<file path="src/rtl/daq_adc_reader.sv">
// Reads one frame of ADC channel words over a parallel cs_n/rd_n bus after each conversion and
// queues them in a first-word-fall-through FIFO. Optional macro ADC_CHAN_TAG_EN adds channel tags.
module daq_adc_reader #(
  parameter int unsigned NUM_CHANNELS   = 8,
  parameter int unsigned DATA_WIDTH     = 16,
  parameter int unsigned RD_LOW_CYCLES  = 3,
  parameter int unsigned RD_HIGH_CYCLES = 2,
  parameter int unsigned FIFO_DEPTH     = 32,
  parameter int unsigned BUSY_TIMEOUT   = 4000
) (
  input  logic                  clk_i,
  input  logic                  reset_i,
  input  logic                  en_i,
  input  logic                  busy_i,
  input  logic [DATA_WIDTH-1:0] adc_db_i,
  output logic                  adc_cs_n_o,
  output logic                  adc_rd_n_o,
  output logic [DATA_WIDTH-1:0] sample_o,
  output logic [2:0]            chan_o,
  output logic                  valid_o,
  input  logic                  ready_i,
  output logic                  frame_done_o,
  output logic                  overflow_o,
  output logic                  timeout_o
);

  localparam int unsigned PW   = $clog2(FIFO_DEPTH);
  localparam int unsigned TW   = $clog2(BUSY_TIMEOUT + 1);
  localparam int unsigned CMAX = (RD_LOW_CYCLES > RD_HIGH_CYCLES) ? RD_LOW_CYCLES : RD_HIGH_CYCLES;
  localparam int unsigned CW   = $clog2(CMAX + 1);

  typedef enum logic [2:0] {StIdle, StConv, StRdLow, StRdHigh, StDone} state_e;

  // Busy synchroniser and registered edge detectors
  logic busy_meta_q, busy_meta_d;
  logic busy_s_q, busy_s_d;
  logic busy_d1_q, busy_d1_d;
  logic rise_q, rise_d;
  logic fall_q, fall_d;

  state_e          state_q, state_d;
  logic [TW-1:0]   timer_q, timer_d;
  logic [CW-1:0]   cyc_q, cyc_d;
  logic [2:0]      ch_q, ch_d;
  logic            ovf_q, ovf_d;
  logic            to_q, to_d;

  logic [PW:0]     wptr_q, wptr_d;
  logic [PW:0]     rptr_q, rptr_d;
  logic [PW:0]     count;
  logic [PW:0]     free;
  logic            push;
  logic            pop;
  logic            ovf_set;
  logic            to_set;

  logic [DATA_WIDTH-1:0] mem_q [FIFO_DEPTH];

  always_comb begin
    busy_meta_d = busy_i;
    busy_s_d    = busy_meta_q;
    busy_d1_d   = busy_s_q;
    rise_d      = busy_s_q & ~busy_d1_q;
    fall_d      = ~busy_s_q & busy_d1_q;
  end

  always_comb begin
    count   = wptr_q - rptr_q;
    free    = (PW + 1)'(FIFO_DEPTH) - count;
    valid_o = (wptr_q != rptr_q);
    pop     = valid_o & ready_i;
  end

  // Control FSM; strobes are decoded from state, plus cs_n on the CONV exit cycle
  always_comb begin
    state_d      = state_q;
    timer_d      = timer_q;
    cyc_d        = cyc_q;
    ch_d         = ch_q;
    push         = 1'b0;
    ovf_set      = 1'b0;
    to_set       = 1'b0;
    adc_cs_n_o   = 1'b1;
    adc_rd_n_o   = 1'b1;
    frame_done_o = 1'b0;
    unique case (state_q)
      StIdle: begin
        if (rise_q && en_i) begin
          state_d = StConv;
          timer_d = '0;
        end
      end
      StConv: begin
        timer_d = timer_q + 1'b1;
        if (fall_q) begin
          if (free >= (PW + 1)'(NUM_CHANNELS)) begin
            state_d    = StRdLow;
            ch_d       = '0;
            cyc_d      = '0;
            adc_cs_n_o = 1'b0;
          end else begin
            state_d = StIdle;
            ovf_set = 1'b1;
          end
        end else if (timer_q == TW'(BUSY_TIMEOUT - 1)) begin
          state_d = StIdle;
          to_set  = 1'b1;
        end
      end
      StRdLow: begin
        adc_cs_n_o = 1'b0;
        adc_rd_n_o = 1'b0;
        if (cyc_q == CW'(RD_LOW_CYCLES - 1)) begin
          push    = 1'b1;
          cyc_d   = '0;
          state_d = StRdHigh;
        end else begin
          cyc_d = cyc_q + 1'b1;
        end
      end
      StRdHigh: begin
        adc_cs_n_o = 1'b0;
        if (cyc_q == CW'(RD_HIGH_CYCLES - 1)) begin
          cyc_d = '0;
          if (ch_q == 3'(NUM_CHANNELS - 1)) begin
            state_d = StDone;
          end else begin
            ch_d    = ch_q + 1'b1;
            state_d = StRdLow;
          end
        end else begin
          cyc_d = cyc_q + 1'b1;
        end
      end
      StDone: begin
        frame_done_o = 1'b1;
        state_d      = StIdle;
      end
      default: state_d = StIdle;
    endcase
  end

  always_comb begin
    ovf_d  = ovf_q | ovf_set;
    to_d   = to_q | to_set;
    wptr_d = wptr_q + {{PW{1'b0}}, push};
    rptr_d = rptr_q + {{PW{1'b0}}, pop};
  end

  always_ff @(posedge clk_i) begin
    if (reset_i) begin
      busy_meta_q <= 1'b0;
      busy_s_q    <= 1'b0;
      busy_d1_q   <= 1'b0;
      rise_q      <= 1'b0;
      fall_q      <= 1'b0;
      state_q     <= StIdle;
      timer_q     <= '0;
      cyc_q       <= '0;
      ch_q        <= '0;
      ovf_q       <= 1'b0;
      to_q        <= 1'b0;
      wptr_q      <= '0;
      rptr_q      <= '0;
    end else begin
      busy_meta_q <= busy_meta_d;
      busy_s_q    <= busy_s_d;
      busy_d1_q   <= busy_d1_d;
      rise_q      <= rise_d;
      fall_q      <= fall_d;
      state_q     <= state_d;
      timer_q     <= timer_d;
      cyc_q       <= cyc_d;
      ch_q        <= ch_d;
      ovf_q       <= ovf_d;
      to_q        <= to_d;
      wptr_q      <= wptr_d;
      rptr_q      <= rptr_d;
    end
  end

  // Storage needs no reset: the pointers alone define which entries are live
  always_ff @(posedge clk_i) begin
    if (push && !reset_i) begin
      mem_q[wptr_q[PW-1:0]] <= adc_db_i;
    end
  end

  assign sample_o   = valid_o ? mem_q[rptr_q[PW-1:0]] : '0;
  assign overflow_o = ovf_q;
  assign timeout_o  = to_q;

`ifdef ADC_CHAN_TAG_EN
  logic [2:0] tag_mem_q [FIFO_DEPTH];

  always_ff @(posedge clk_i) begin
    if (push && !reset_i) begin
      tag_mem_q[wptr_q[PW-1:0]] <= ch_q;
    end
  end

  assign chan_o = valid_o ? tag_mem_q[rptr_q[PW-1:0]] : 3'd0;
`else
  assign chan_o = 3'd0;
`endif

endmodule

</file>
<file path="config.mk">
export PLATFORM = sky130hd
export DESIGN_NAME = daq_adc_reader
export DESIGN_NICKNAME = d
export VERILOG_FILES = /design/src/rtl/daq_adc_reader.sv
export SDC_FILE = /design/constraint.sdc
export NUM_CORES = 1
export LEC_CHECK = 0
export ABC_AREA = 1
export CAP_MARGIN = 0
export CORE_MARGIN = 3
export CORE_UTILIZATION = 51
export DETAILED_ROUTE_END_ITERATION = 12
export PLACE_DENSITY = 0.72
export SLEW_MARGIN = 10
export SYNTH_ARGS = -nofsm -noshare
export SYNTH_HDL_FRONTEND = slang
export SYNTH_SLANG_ARGS = --single-unit
</file>
<file path="constraint.sdc">
create_clock -name clk_i -period 4.9 [get_ports clk_i]
set_input_delay 0.49 -clock clk_i [delete_from_list [all_inputs] [get_ports clk_i]]
set_output_delay 0.49 -clock clk_i [all_outputs]
set_load 0.02 [all_outputs]
</file>
* Word level (Yosys, flattened, before mapping)
Memory sizes are Yosys's and may differ from the RTL's. A register that Yosys moved wholly into a read port is not among the register bits.
Cells that the tools add are included.
** Word-level totals
- Flip-flop bits (word level) :: 39
- Output and inout port bits :: 25
- Word-level logic and storage cells :: 93
- Memory bits (read-only) :: 0
- Memories :: 1
- Bits in latches :: 0
- Input bits :: 21
- Bits in writable memories :: 512
** Operators by class
- $lt $le $gt $ge :: 1
- Add/subtract/negate cells :: 7
- Div/mod/pow operators :: 0
- Reduce and logical (&&, ||, !) cells :: 12
- Eq/ne operators :: 16
- $mul :: 0
- Mux-type cells :: 36
- Shift-type cells :: 0
- Bitwise gates (word level) :: 7
** Memories
- mem_q :: depth 32, bits a word 16, read ports 1, clocked after memory_dff 1, wr ports 1, RTL line 57 : logic [DATA_WIDTH-1:0] mem_q [FIFO_DEPTH];
** Operator list (count)
- 2-to-1 mux 3 bit :: 10
- case mux 12 bit (2 select lines) :: 1
- 2-to-1 mux 16 bit :: 1
- 2-to-1 mux 1 bit :: 13
- adder 12 x 1 -> 12 bit (second input constant) :: 1
- adder 6 x 1 -> 6 bit :: 2
- equality test 12 bit (second input constant) :: 1
- 2-to-1 mux 12 bit :: 1
- inequality test 2 bit (second input constant) :: 6
- case mux 3 bit (4 select lines) :: 1
- 2-to-1 mux 2 bit :: 5
- equality test 3 x 2 -> 1 bit (second input constant) :: 2
- equality test 3 bit (second input constant) :: 2
- greater-or-equal comparator 6 x 4 -> 1 bit (second input constant) :: 1
- inequality test 6 bit :: 1
- case mux 2 bit (3 select lines) :: 1
- case mux 3 bit (2 select lines) :: 1
- subtractor 6 bit :: 1
- subtractor 6 bit (first input constant) :: 1
- 2-to-1 mux 5 bit :: 1
- AND reduction 5 bit :: 1
- AND reduction 4 bit :: 1
- nonzero test 2 bit :: 2
- adder 3 x 1 -> 3 bit (second input constant) :: 1
- other kinds (16) :: 21

* Depth between registers and ports, before layout
Gate-level depths: netlist of run 1.
- Word-level depth :: 7
- Gate-level depth with buffers :: 21
- Depth with buffers taken out :: 18

* Worst setup path before layout of run 1
OpenSTA, ideal clock, no wires.
- Kind :: reg2out
- Start :: register rptr_q[0]
- End :: output adc_cs_n_o
- Buffers on the path :: 3
- Slack :: 1.992 ns
- Cell stages (with the launch flop) :: 19
- Data required time :: 4.410 ns
- Data arrival time :: 2.418 ns
- Cells stage by stage :: dfxtp_1 inv_2 buf_6 buf_6 buf_2 ha_1 inv_1 ha_1 inv_1 fa_1 inv_1 nand3_1 nand2_1 nand3_1 nand2_1 nand2_1 nand2_1 nand2_1 inv_1
** On the way
- Cells in the longest elaborated chain, start to end :: 6
** RTL lines
- start: declaration :: RTL line 49 : logic [PW:0] rptr_q, rptr_d;
- start signal: assignment :: RTL line 178 : rptr_q <= rptr_d;
- subtractor 6 bit :: RTL line 68 : count = wptr_q - rptr_q;
- subtractor 6 bit :: RTL line 69 : free = (PW + 1)'(FIFO_DEPTH) - count;
- greater-or-equal comparator 6 x 4 -> 1 bit :: RTL line 96 : if (free >= (PW + 1)'(NUM_CHANNELS)) begin
- 2-to-1 mux 1 bit :: RTL line 96
- 2-to-1 mux 1 bit :: RTL line 95 : if (fall_q) begin
- case mux 1 bit (2 select lines) :: RTL line 86 : unique case (state_q)
- end: declaration :: RTL line 16 : output logic adc_cs_n_o,
No other way between the ends.

* Worst setup path after layout of run 1
- Start :: register rptr_q[1]
- End :: output sample_o[9]
** On the way
- Cells in the longest elaborated chain, start to end :: 2
** RTL lines
- inequality test 6 bit :: RTL line 70 : valid_o = (wptr_q != rptr_q);
- 2-to-1 mux 16 bit :: RTL line 189 : assign sample_o = valid_o ? mem_q[rptr_q[PW-1:0]] : '0;
- end: declaration :: RTL line 18 : output logic [DATA_WIDTH-1:0] sample_o,
No other way between the ends.

==> qor.csv, run 1 <==
metric,value,unit
worst skew pair latency,0.60,ns
DRT iter0 DRCs,1739,
Post-CTS Setup Repair Bufs,0,
post-DR vias/cell,5.88,
Worst path max stage delay,0.67,ns
Rel. slew slack,17.5,%
height of the die,215,µm
arrival time of the worst setup path,3.76,ns
fin. max-slew vios,0,
Mean Syn Cell Area,12.2,µm²
Fin. Hold Viols,0,
unrepaired setup endpoints after global routing,no,
slowest cell on the critical path,clkdlybuf4s50_1,
clk buf depth,3,
fin util,58.7,%
register area share after synthesis,72.4,%
CP endpoint kind,primary output,
Async SR Flop Fraction,0,%
placed insts,2406,
Fill cells,3389,
Pre-antenna DRT Iters,8,
TritonCTS clock tree,built,
initial antenna violation count,1,
final instance area,0.0250,mm²
Critical path buffers and inverters,3,
Multi-input gate area,0.00533,mm²
Crit path max-delay family,buffers and inverters,
grt ovf,0,
P_leak,0.00827,µW
largest net degree at the start of global routing,161,
worst vdd ir,259,µV
core area,0.0426,mm²
share of cells above drive strength 1,7.31,%
Setup crit start kind,flip-flop,
most frequent cell after synthesis,edfxtp_1,
GPL Wtd Cong,0.845,
Port Buf Inserts,42,
Worst-Margin Slew,1.23,ns
Tot GR Track Use,23.7,%
"wirelength, routed",55.0,mm
DP Area,0.0234,mm²
share of the synthesized area in the top cell type,68.9,%
first-pass GRT wire length,84.2,mm
synthesized area,0.0223,mm²
skew final,0.0205,ns
Setup CP Type,flip-flop to primary output,
"Net count, final",1922,
Area contributors post-synth,"edfxtp_1 (69%), nor2_1 (7.0%), o21ai_0 (5.4%)",
die area,0.0463,mm²
Post-synth EDFFs,512,
# DRC,0,
Worst EP required,4.41,ns
Max Clock Freq,235,MHz
largest family of logic cells by synthesized area,compound AO/OA/AOI/OAI gates,
post-synthesis mux area share,0,%
hold buffer count at cts,0,
Power Density,366,mW/mm²
Worst-path clk slew,0.06,ns
H-tree Lvls,2,
Synth Area in Adders,0.987,%
final setup fails,0,
crit path max fanout,55,
Syn-to-layout area delta,12.0,%
hold slack final,0.410,ns
maxcap violations,0,
xor/xnor share of the synthesized area,0.118,%
HPWL Detailed,30.9,mm
final cell count without fillers,2506,
Tmin final,4.25,ns
Seq cells post-synth,551,
Num CTS Buffers,53,
number of core rows,75,
die width,215,µm
IO Count,46,
worst-path cell chain,inv_2 > buf_4 > o21ai_0 > o22ai_1 > nand2_1 > nand3_1 > o21ai_1 > nor2_1 > clkdlybuf4s50_1,
Main synth FF type,edfxtp_1,
dominant cell type by area after synthesis,edfxtp_1,
yosys warns,0,
setup TNS,0,ns
Post-DRT Antenna Nets,0,
outcome,completed,
register area,0.0162,mm²
Hold Crit Class,flip-flop to flip-flop,
CTS Root Buffer Type,clkbuf_16,
Initial Utilization,52.4,%
# resized after CTS,0,
Sink Count,551,
compound-gate portion of the synthesized area,11.4,%
vias post-DR,14727,
Post-Syn Instances,1835,
"Distinct cells, synth",37,
Tcrit/Tclk final,86.8,%
Simple-Gate Fraction of Synth Area,11.3,%
WL/cell,21.9,µm
vias in the first global route,14486,
most frequent cells after synthesis,"edfxtp_1 (512), nor2_1 (414), o21ai_0 (242)",
-- placed cells by master (no fill, tap or decap), types with 7 or more instances in the layout --
cell	instances
clkinv_1	16
dfxtp_1	37
clkdlybuf4s50_1	41
o211ai_1	55
a31oi_1	17
ha_1	16
o21ai_1	47
clkinv_2	9
clkbuf_16	55
nand3_1	71
edfxtp_1	512
nor3_1	9
inv_1	51
o21ai_0	242
nand4_1	7
nor2_1	413
a21oi_1	23
clkbuf_1	15
o22ai_1	65
buf_4	60
nand2_1	133
-- worst register-to-register path, stage by stage, from the launching register on --
cell and delay, ns:
dfxtp_1 0.36, nor2_1 0.24, nand2_1 0.22, nor3_2 0.38, nand3b_1 0.36, nor2_1 0.70
buf_4 0.33
-- registers in the layout (all words and copies together), names as in the netlist --
name / count
mem_q: 512
rptr_q: 6
rise_q: 1
busy_d1_q: 1
busy_d1_d: 1
overflow_o: 1
wptr_q: 6
timer_q: 12
cyc_q: 2
ch_q: 3
busy_meta_q: 1
fall_q: 1
state_q: 3
timeout_o: 1
-- power by group --
group / leakage [µW] / switching (µW) / internal, µW
logic: 0.00257 / 112 / 31.0
clock network: 0.000789 / 1700 / 2160
registers: 0.00492 / 5.91 / 5140
-- worst paths after layout --
kind	start	end	slack, ns	depth (start not counted)
hold reg to reg	busy_meta_q	busy_d1_d	0.41	2
setup reg to reg	state_q[0]	mem_q[30][4]	2.01	6
setup / recovery	rptr_q[1]	sample_o[9]	0.65	9
hold / removal	busy_meta_q	busy_d1_d	0.41	2
-- cells by family (layout without fill, tap and decap cells) --
| logic type | count (synthesis) | count (layout) |
|---|---|---|
| simple gates | 638 | 638 |
| flops | 551 | 551 |
| compound gates | 456 | 456 |
| buf+inv | 169 | 260 |
| fa+ha+maj | 17 | 17 |
| xor+xnor | 3 | 3 |
| other cells | 1 | 4 |
-- cell type report --
type | instances | area share, %
sequential | 551 | 64.7
clock inverter | 29 | 0.776
clock buffer | 70 | 5.73
tap | 577 | 2.89
timing repair buffer | 105 | 3.71
antenna | 1 | 0.0100
multi-input combinational | 1117 | 21.3
inverter | 56 | 0.861
-- stage by stage --
step                setup slack [ns]  power, µW
global route                   0.424       9380
global placement                1.18       5380
finish                         0.647       9150
CTS                            0.565       9190
detailed placement              1.20       5390
floorplan                       1.99       5280
-- routing by layer --
layer / up-vias / routed length (µm) / global-route usage, %
li1: 6739 / - / -
met1: 7210 / 21500 / 30.5
met2: 660 / 26700 / 39.0
met3: 118 / 4220 / 4.65
met4: 0 / 2590 / 11.2
met5: - / 0 / 0
Power figures use the tool's default switching activity.
==> run 2: changes to the inputs <==
--- a/config.mk
+++ b/config.mk
@@ -7,10 +7,12 @@
 export LEC_CHECK = 0
 export ABC_AREA = 1
 export CAP_MARGIN = 0
+export CORE_ASPECT_RATIO = 1.75
 export CORE_MARGIN = 3
 export CORE_UTILIZATION = 51
 export DETAILED_ROUTE_END_ITERATION = 12
 export PLACE_DENSITY = 0.72
+export RECOVER_POWER = 50
 export SLEW_MARGIN = 10
 export SYNTH_ARGS = -nofsm -noshare
 export SYNTH_HDL_FRONTEND = slang
==> run 2 against run 1 <==
The flow now finishes with violations (capacitance limit, slew limit). Cell area decreased by 1.0%. Sequential power about the same. Die area grew 0.21%. Utilization fell by 1.0 points. Wire length grew 0.89%. Hold slack got worse by 0.0028 ns. Sequential cell count unchanged. Clock skew grew 0.0015 ns. Worst setup slack improved by 0.060 ns. Count of clock-buffer cells in the layout down 7. Critical path depth is the same. Maximum frequency increased by 1.4%. Critical endpoint is now sample_o[8]. Largest cell class unchanged. Largest power group unchanged.
==> qor.csv, run 2 (synthesized netlist as in run 1, its figures left out) <==
metric,value,unit,change
Internal,7130,µW,was 7330 µW
Post-DRT Antenna Nets,0,,unchanged
outcome,"complete, but fails checks",,was completed
DRT iter0 DRCs,1534,,"was 1,739"
vias in the first global route,14241,,"was 14,486"
worst skew pair latency,0.57,ns,was 0.60 ns
number of core rows,100,,was 75
Comb pwr share,1.4,%,was 1.6%
switch share,19.5,%,was 19.9%
die width,164,µm,was 215 µm
fin util,57.6,%,was 58.7%
first-pass GRT wire length,82.9,mm,was 84.2 mm
crit path max fanout,29,,was 55
CTS Root Buffer Type,clkbuf_16,,unchanged
setup TNS,0,ns,unchanged
Post-CTS Setup Repair Bufs,0,,unchanged
WL/cell,22.5,µm,was 21.9 µm
CP endpoint kind,primary output,,unchanged
Power Density,358,mW/mm²,was 366 mW/mm²
Clk pwr share,40.6,%,was 42.2%
"most common cell after layout, fill and taps aside",edfxtp_1,,unchanged
Tcrit/Tclk final,85.6,%,was 86.8%
maxcap violations,2,,was 0
largest net degree at the start of global routing,162,,was 161
Setup CP Type,flip-flop to primary output,,unchanged
clk buf depth,3,,unchanged
unrepaired setup endpoints after global routing,no,,unchanged
TritonCTS clock tree,built,,unchanged
P_leak,0.00816,µW,was 0.00827 µW
H-tree Lvls,2,,unchanged
fin. max-slew vios,66,,was 0
Largest register FFs,512,,unchanged
Max Clock Freq,238,MHz,was 235 MHz
height of the die,283,µm,was 215 µm
# resized after CTS,0,,unchanged
"wirelength, routed",55.4,mm,was 55.0 mm
die area,0.0464,mm²,was 0.0463 mm²
HPWL Detailed,33.3,mm,was 30.9 mm
Worst-Margin Slew,1.60,ns,was 1.23 ns
Ant. Diodes,0,,was 1
Tot GR Track Use,23.8,%,was 23.7%
worst vdd ir,291,µV,was 259 µV
# DRC,0,,unchanged
Sequential Power Share,58.1,%,was 56.2%
Syn-to-layout area delta,10.8,%,was 12.0%
Setup crit start kind,flip-flop,,unchanged
skew final,0.0220,ns,was 0.0205 ns
Pre-antenna DRT Iters,5,,was 8
Port Buf Inserts,42,,unchanged
Switch Pwr,1730,µW,was 1820 µW
Worst-path clk slew,0.06,ns,about the same
Num CTS Buffers,47,,was 53
share of cells above drive strength 1,6.35,%,was 7.31%
post-DR vias/cell,5.95,,was 5.88
vias post-DR,14673,,"was 14,727"
arrival time of the worst setup path,3.70,ns,was 3.76 ns
Fin. Hold Viols,0,,unchanged
Initial Utilization,52.0,%,was 52.4%
final setup fails,0,,unchanged
"commonest non-fill, non-tap cells in the layout","edfxtp_1 (512), nor2_1 (413), o21ai_0 (242), nand2_1 (133), nand3_1 (71)",,unchanged
GPL Wtd Cong,0.861,,was 0.845
Worst EP required,4.41,ns,about the same
hold buffer count at cts,0,,unchanged
initial antenna violation count,1,,unchanged
grt ovf,0,,unchanged
core area,0.0429,mm²,was 0.0426 mm²
failing checks,"capacitance limit, slew limit",,
Rel. slew slack,-6.95,%,was 17.5%
IO Count,46,,unchanged
"Net count, final",1907,,"was 1,922"
Sink Count,551,,unchanged
Tmin final,4.19,ns,was 4.25 ns
Hold Crit Class,flip-flop to flip-flop,,unchanged
==> run 2: cell count changes in the layout (fill, tap and decap cells not counted), sizes merged, moves of 2 or more <==
cell           delta
dlygate4sd3      +17
clkdlybuf4s50    -19
inv               +2
clkinvlp          -2
buf              -13
clkinv            -8
==> run 2: final timing paths <==
kind	start	endpoint	slack [ns]	depth (start not counted)
worst min-delay path	busy_meta_q	busy_d1_d	0.41	2
worst min register to register	busy_meta_q	busy_d1_d	0.41	2
worst max register to register	state_q[0]	mem_q[5][2]	2.01	6
worst max-delay path	rptr_q[2]	sample_o[8]	0.71	9
==> run 2: area by class of cell <==
class	count	area [µm²]
clock buffers	63	1260
clock inverters	22	211
fillers	3357	18200
inverters	56	215
multi-input cells	1117	5330
flip-flops and latches	551	16200
well taps	561	702
repair buffers	96	846
==> run 2: critical path, cell delays in order (launching register included) <==
cell and delay (ns):
dfxtp_1 0.78, buf_4 0.47, nand2_1 0.10, inv_1 0.16
buf_4 0.37, nand2_1 0.11, nand3_1 0.13, a31oi_1 0.08
nor2_1 0.23, clkdlybuf4s50_1 0.67
==> run 2: metrics by stage <==
stage	instances	hold WS [ns]	power (µW)	area (µm²)	setup slack, ns
2_1_floorplan	1837	0.388	5280	22300	1.99
3_3_place_gp	2381	0.400	5370	23300	1.35
3_5_place_dp	2381	0.403	5370	23300	1.33
4_1_cts	2466	0.410	8910	24800	0.735
5_1_grt	2466	0.428	9090	24700	0.500
6_report	2466	0.407	8860	24700	0.707
==> run 2: power groups by stage <==
stage          Combinational (µW)  Clock, µW  Sequential (µW)
2_1_floorplan                36.8          0             5240
3_3_place_gp                  120          0             5250
3_5_place_dp                  126          0             5250
4_1_cts                       126       3640             5140
5_1_grt                       133       3810             5140
6_report                      122       3600             5140
==> run 2: metal layers <==
metal	vias up	GRT usage, %	part of all wire [%]
li1	6688	-	-
met1	7093	27.8	35
met2	710	41.7	51
met3	180	3.47	7.3
met4	2	13.4	6.2
met5	-	0	0.023
